[src/rtl/dp_ram_be.sv]
// dp_ram_be: byte-enable simple dual-port RAM with post-reset clear; define DP_RAM_PARITY_EN for per-byte parity and rd_perr
module dp_ram_be #(
  parameter int DATA_W   = 32,
  parameter int DEPTH    = 64,
  parameter int ADDR_W   = 6,
  parameter int RD_LAT   = 1,
  parameter int RDW_MODE = 0
) (
  input  logic                clk,
  input  logic                reset,
  input  logic                wr_en,
  input  logic [ADDR_W-1:0]   wr_addr,
  input  logic [DATA_W/8-1:0] wr_be,
  input  logic [DATA_W-1:0]   wr_data,
  input  logic                rd_en,
  input  logic [ADDR_W-1:0]   rd_addr,
  output logic [DATA_W-1:0]   rd_data,
  output logic                rd_valid,
`ifdef DP_RAM_PARITY_EN
  output logic                rd_perr,
`endif
  output logic                init_busy
);
  localparam int NB = DATA_W / 8;
  localparam int IW = (DEPTH > 1) ? $clog2(DEPTH) : 1;
  localparam logic [ADDR_W:0] DEPTH_L = (ADDR_W + 1)'(DEPTH);
  localparam logic [0:0] ST_INIT = 1'b0;
  localparam logic [0:0] ST_RUN  = 1'b1;
  logic [DATA_W-1:0] mem_q [DEPTH];
  logic [0:0] state_q, state_d;
  logic [IW-1:0] clr_q, clr_d;
  logic v1_q, v1_d;
  logic [DATA_W-1:0] d1_q, d1_d;
  logic rd_valid_q, rd_valid_d;
  logic [DATA_W-1:0] rd_data_q, rd_data_d;
  logic run, wr_in, wr_hit, rd_in, rd_go, mem_we, src_v;
  logic [IW-1:0] mem_idx;
  logic [NB-1:0] mem_be;
  logic [DATA_W-1:0] mem_wd, rd_old, rd_new, src_d;
`ifdef DP_RAM_PARITY_EN
  logic [NB-1:0] par_q [DEPTH];
  logic [NB-1:0] rd_par;
  logic rd_pe, p1_q, p1_d, rd_perr_q, rd_perr_d, src_p;
`endif
  // walk the clear counter through every word, then hand over to normal operation
  always_comb begin
    run = state_q == ST_RUN;
    state_d = (!run && clr_q == IW'(DEPTH - 1)) ? ST_RUN : state_q;
    clr_d = run ? clr_q : clr_q + 1'b1;
  end
  // single write source: clear walker during INIT, user port (in-range only) during RUN
  always_comb begin
    wr_in = {1'b0, wr_addr} < DEPTH_L;
    wr_hit = run && wr_en && wr_in;
    mem_we = !reset && (wr_hit || !run);
    mem_idx = run ? wr_addr[IW-1:0] : clr_q;
    mem_be = run ? wr_be : '1;
    mem_wd = run ? wr_data : '0;
  end
  // byte-masked storage update; parity is generated from the bytes actually written
  always_ff @(posedge clk)
    if (mem_we)
      for (int k = 0; k < NB; k++)
        if (mem_be[k]) begin
          mem_q[mem_idx][8*k +: 8] <= mem_wd[8*k +: 8];
`ifdef DP_RAM_PARITY_EN
          par_q[mem_idx][k] <= ^mem_wd[8*k +: 8];
`endif
        end
  // fetch the addressed word; bypass mode overlays the bytes being written this cycle
  always_comb begin
    rd_in = {1'b0, rd_addr} < DEPTH_L;
    rd_go = run && rd_en;
    rd_old = rd_in ? mem_q[rd_addr[IW-1:0]] : '0;
    rd_new = rd_old;
    for (int k = 0; k < NB; k++)
      if (RDW_MODE == 1 && wr_hit && wr_addr == rd_addr && wr_be[k]) rd_new[8*k +: 8] = wr_data[8*k +: 8];
  end
`ifdef DP_RAM_PARITY_EN
  // recheck even parity per byte of the returned word; bypassed bytes carry fresh parity
  always_comb begin
    rd_par = rd_in ? par_q[rd_addr[IW-1:0]] : '0;
    for (int k = 0; k < NB; k++)
      if (RDW_MODE == 1 && wr_hit && wr_addr == rd_addr && wr_be[k]) rd_par[k] = ^wr_data[8*k +: 8];
    rd_pe = 1'b0;
    for (int k = 0; k < NB; k++)
      rd_pe = rd_pe | (^{rd_new[8*k +: 8], rd_par[k]});
    rd_pe = rd_pe && rd_in;
  end
`endif
  // route reads through the optional second stage; output data holds between pulses
  always_comb begin
    v1_d = rd_go;
    d1_d = rd_go ? rd_new : d1_q;
    src_v = (RD_LAT == 2) ? v1_q : rd_go;
    src_d = (RD_LAT == 2) ? d1_q : rd_new;
    rd_valid_d = src_v;
    rd_data_d = src_v ? src_d : rd_data_q;
`ifdef DP_RAM_PARITY_EN
    p1_d = rd_go && rd_pe;
    src_p = (RD_LAT == 2) ? p1_q : rd_pe;
    rd_perr_d = src_v && src_p;
`endif
  end
  // control and read-pipeline registers; reset overrides every other input
  always_ff @(posedge clk)
    if (reset) begin
      state_q <= ST_INIT;
      clr_q <= '0;
      v1_q <= 1'b0;
      d1_q <= '0;
      rd_valid_q <= 1'b0;
      rd_data_q <= '0;
`ifdef DP_RAM_PARITY_EN
      p1_q <= 1'b0;
      rd_perr_q <= 1'b0;
`endif
    end else begin
      state_q <= state_d;
      clr_q <= clr_d;
      v1_q <= v1_d;
      d1_q <= d1_d;
      rd_valid_q <= rd_valid_d;
      rd_data_q <= rd_data_d;
`ifdef DP_RAM_PARITY_EN
      p1_q <= p1_d;
      rd_perr_q <= rd_perr_d;
`endif
    end
  assign rd_data = rd_data_q;
  assign rd_valid = rd_valid_q;
  assign init_busy = !run;
`ifdef DP_RAM_PARITY_EN
  assign rd_perr = rd_perr_q;
`endif
endmodule
[config.mk]
export PLATFORM = sky130hd
export DESIGN_NAME = dp_ram_be
export DESIGN_NICKNAME = d
export VERILOG_FILES = /design/src/rtl/dp_ram_be.sv
export SDC_FILE = /design/constraint.sdc
export NUM_CORES = 2
export LEC_CHECK = 0
export CORE_UTILIZATION = 46
export DETAILED_ROUTE_END_ITERATION = 7
export SETUP_SLACK_MARGIN = 0.1
export SYNTH_ARGS = -nofsm -noshare
export SYNTH_HDL_FRONTEND = slang
export SYNTH_SLANG_ARGS = --single-unit
[constraint.sdc]
create_clock -name clk -period 2.6 [get_ports clk]
set_clock_uncertainty 0.1 [all_clocks]
set_input_delay 0.52 -clock clk [delete_from_list [all_inputs] [get_ports clk]]
set_output_delay 0.52 -clock clk [all_outputs]
set_load 0.05 [all_outputs]
==> results by group <==
Synthesis
  • Number of synthesized flops with an enable pin: 2048
  • Sequential fraction of the synthesis area: 0.768
  • Average size of a mapped cell: 20.5 um2
  • Total number of yosys warnings: 0
  • Number of synthesized register bits: 2088
  • Area leader, netlist: edfxtp_1
  • Primary FF master, synth: edfxtp_1
  • Async SR Flop Fraction: 0
  • Synth unique cells: 59
  • Top-area cell type share of the netlist area: 0.758
  • Mapped Nets: 4008
  • Mapped Area: 0.0811 mm2
  • Mapped Cells: 3955
  • Largest cells by area after synthesis: edfxtp_1 76%, mux4_2 12%, mux2i_1 2.4%

Clocking
  • Clk sinks: 2088
  • Clock Latency Late Sink: 0.86 ns
  • Num CTS Buffers: 206
  • Root Buffer Master: clkbuf_16
  • CTS Buffer Depth: 3
  • CTS clock-pin slew for the worst setup and hold paths: 0.06 ns
  • # hold bufs at CTS: 0
  • CTS tree: yes
  • H-tree depth: 4

Floorplanning
  • Initial core utilization: 0.465
  • Std cell rows: 153
  • Die ar.: 0.178 mm2
  • I/O pins: 86
  • Die height: 422 um
  • Die X: 422 um
  • Core box area: 0.175 mm2

Global routing
  • Initial antenna violation count: 4
  • Global Route Usage Sum: 0.253
  • Remaining Overflow, GRT: 0
  • Vias in the first global route: 43500
  • Largest net degree at the start of global routing: 65
  • First-pass GRT wire length: 320000 um

Power and ir drop
  • Leakage Power: 34.5 nW
  • Pwr Density: 704 mW/mm2
  • Peak VDD IR: 0.535 mV

Route
  • Antenna Nets Post-Route: 0
  • DRC Markers: 0
  • DR vias/cell: 5.98
  • WL/cell: 30.7 um
  • DR vias: 43600
  • Routed Wire Length: 224000 um
  • 1st-pass router iterations: 6
  • Starting DRT DRC Count: 4751

Place
  • Gpl congestion: 0.852
  • Buffers on Ports: 85
  • Post-Place Cells: 6919
  • Pre-CTS setup slack: -0.537 ns
  • Hpwl dp: 148000 um

Critical path
  • Worst path bufs/invs: 1
  • CP Capture Type: output pin
  • Crit-path max FO: 2
  • Arrival time at the worst endpoint: 1.82 ns
  • Crit path kind: flip-flop to output pin
  • CP delay by family, top: flip-flops
  • CP required: 1.98 ns
  • CP startpoint kind: flip-flop
  • Worst path max stage delay: 0.53 ns
  • CP Cell Sequence: clkdlybuf4s15_2
  • CP max-delay cell: dfxtp_1

STA
  • Slew margin rel.: 0.188
  • Unrepaired setup endpoints after global routing: no
  • Max Slew Vio Count: 0
  • Tmin final: 2.44 ns
  • Worst-Margin Slew: 1.22 ns
  • Hold Fails Final Rpt: 0
  • PnR worst setup slack: 0.162 ns
  • Hold WS: 0.188 ns
  • Fmax: 0.410 GHz
  • Final count of negative-setup-slack endpoints: 0
  • Final period util: 0.938

Layout
  • Final cell count without fillers: 7302
  • Final core utilization: 0.562
  • Fin nets: 4859
  • Synth-to-Final Area Change: 21.0%
  • Share of cells above drive strength 1: 0.334

Hold path
  • Hold Path Class: input pin to flip-flop

Outcome
  • Status: complete, no violations

Run
  • Max-Cap Viols: 0
[cell families (layout without fill, tap and decap cells)]
| logic type | count (synthesis) | count (layout) | synth area share |
|---|---|---|---|
| fa+ha+maj | 1 | 1 | 0.000154 |
| simple gates | 527 | 527 | 0.0293 |
| flops | 2088 | 2088 | 0.768 |
| buf+inv | 256 | 1276 | 0.0168 |
| compound gates | 434 | 434 | 0.0382 |
| xor+xnor | 4 | 4 | 0.000432 |
| mux | 645 | 645 | 0.147 |
| other cells | 0 | 2 | 0 |
[cell type report]
| class | count | area (um2) |
|---|---|---|
| fill | 13200 | 76400 |
| sequential | 2088 | 62300 |
| multi-input combinational | 1611 | 17800 |
| timing repair buffer | 894 | 8560 |
| clock buffer | 267 | 5550 |
| tap | 2325 | 2910 |
| clock inverter | 110 | 1040 |
| inverter | 5 | 22.5 |
| antenna | 2 | 5.00 |
[power by group]
group          switching [mW]  internal (mW)
logic                    1.81           1.50
registers              0.0275           36.5
clock network            12.5           16.7
[synthesized netlist by cell type (all sizes together) (2+ instances only)]
cell type / count
or2: 2
mux2i: 195
a211oi: 14
nand2: 100
o31ai: 11
a2111o: 3
and2: 41
a41oi: 2
o21ai: 20
buf: 161
nor3: 98
a21o: 7
a22oi: 61
nand4: 8
o221ai: 50
or3: 11
nand3: 35
o2bb2ai: 4
dfxtp: 40
nor2: 213
a21oi: 96
nand3b: 4
inv: 5
clkbuf: 90
mux4: 437
a221oi: 26
a22o: 24
o211a: 9
o2111ai: 2
nand2b: 6
a2111oi: 3
a31oi: 11
a32oi: 3
mux2: 13
o2111a: 10
xor2: 3
a211o: 5
edfxtp: 2048
o22ai: 64
o211ai: 6
nor2b: 4
[layout by cell type, fill, tap and decap left out, drive strengths merged, types with 46 or more instances in the layout]
master / Yosys / routed
clkdlybuf4s50: 0 / 46
clkbuf: 90 / 267
nand2: 100 / 100
a21oi: 96 / 96
mux4: 437 / 437
nor3: 98 / 98
nor2: 213 / 213
clkinv: 0 / 81
buf: 161 / 818
o22ai: 64 / 64
a22oi: 61 / 61
mux2i: 195 / 195
edfxtp: 2048 / 2048
o221ai: 50 / 50
[state kept, by name, indices dropped and copies added (netlist names)]
signal	cells
mem_q	2048
rd_valid	1
clr_q	6
run	1
rd_data	32
[through the flow]
step / setup TNS, ns / power (mW) / area [um2]
2_1_floorplan: -48.75 / 39.0 / 81300
3_3_place_gp: -347.23 / 40.5 / 91500
3_5_place_dp: -381.10 / 40.5 / 91500
4_1_cts: 0 / 69.5 / 98200
5_1_grt: 0 / 70.8 / 98200
6_report: 0 / 69.1 / 98200
[path summary, 6_finish.rpt]
path / start / to / slack (ns) / cells after the start
max: rd_data[28] / rd_data[28] / 0.16 / 1
min reg2reg: clr_q[4] / clr_q[4] / 0.44 / 2
min: rd_addr[4] / rd_data[18] / 0.19 / 4
max reg2reg: run / mem_q[44][21] / 0.20 / 9
[timing repair]
action / 4_1_cts / 5_1_grt
setup buffers: 4 / 0
setup endpoints to repair: 117 / 39
gates resized for setup: 86 / 4
[worst min-delay path, stage by stage]
cell	delay [ns]
buf_4	0.16
buf_4	0.21
nand3b_1	0.11
o2bb2ai_1	0.10
[metal layers]
layer  part of all wire  vias to the layer above  global-route usage
li1                   -                    18200                   -
met1               0.40                    23200               0.349
met5           0.000058                        -                   0
met3              0.079                      276              0.0429
met2               0.49                     1909               0.417
met4              0.027                        2              0.0703
No activity file was read; power rests on OpenSTA's default activity.
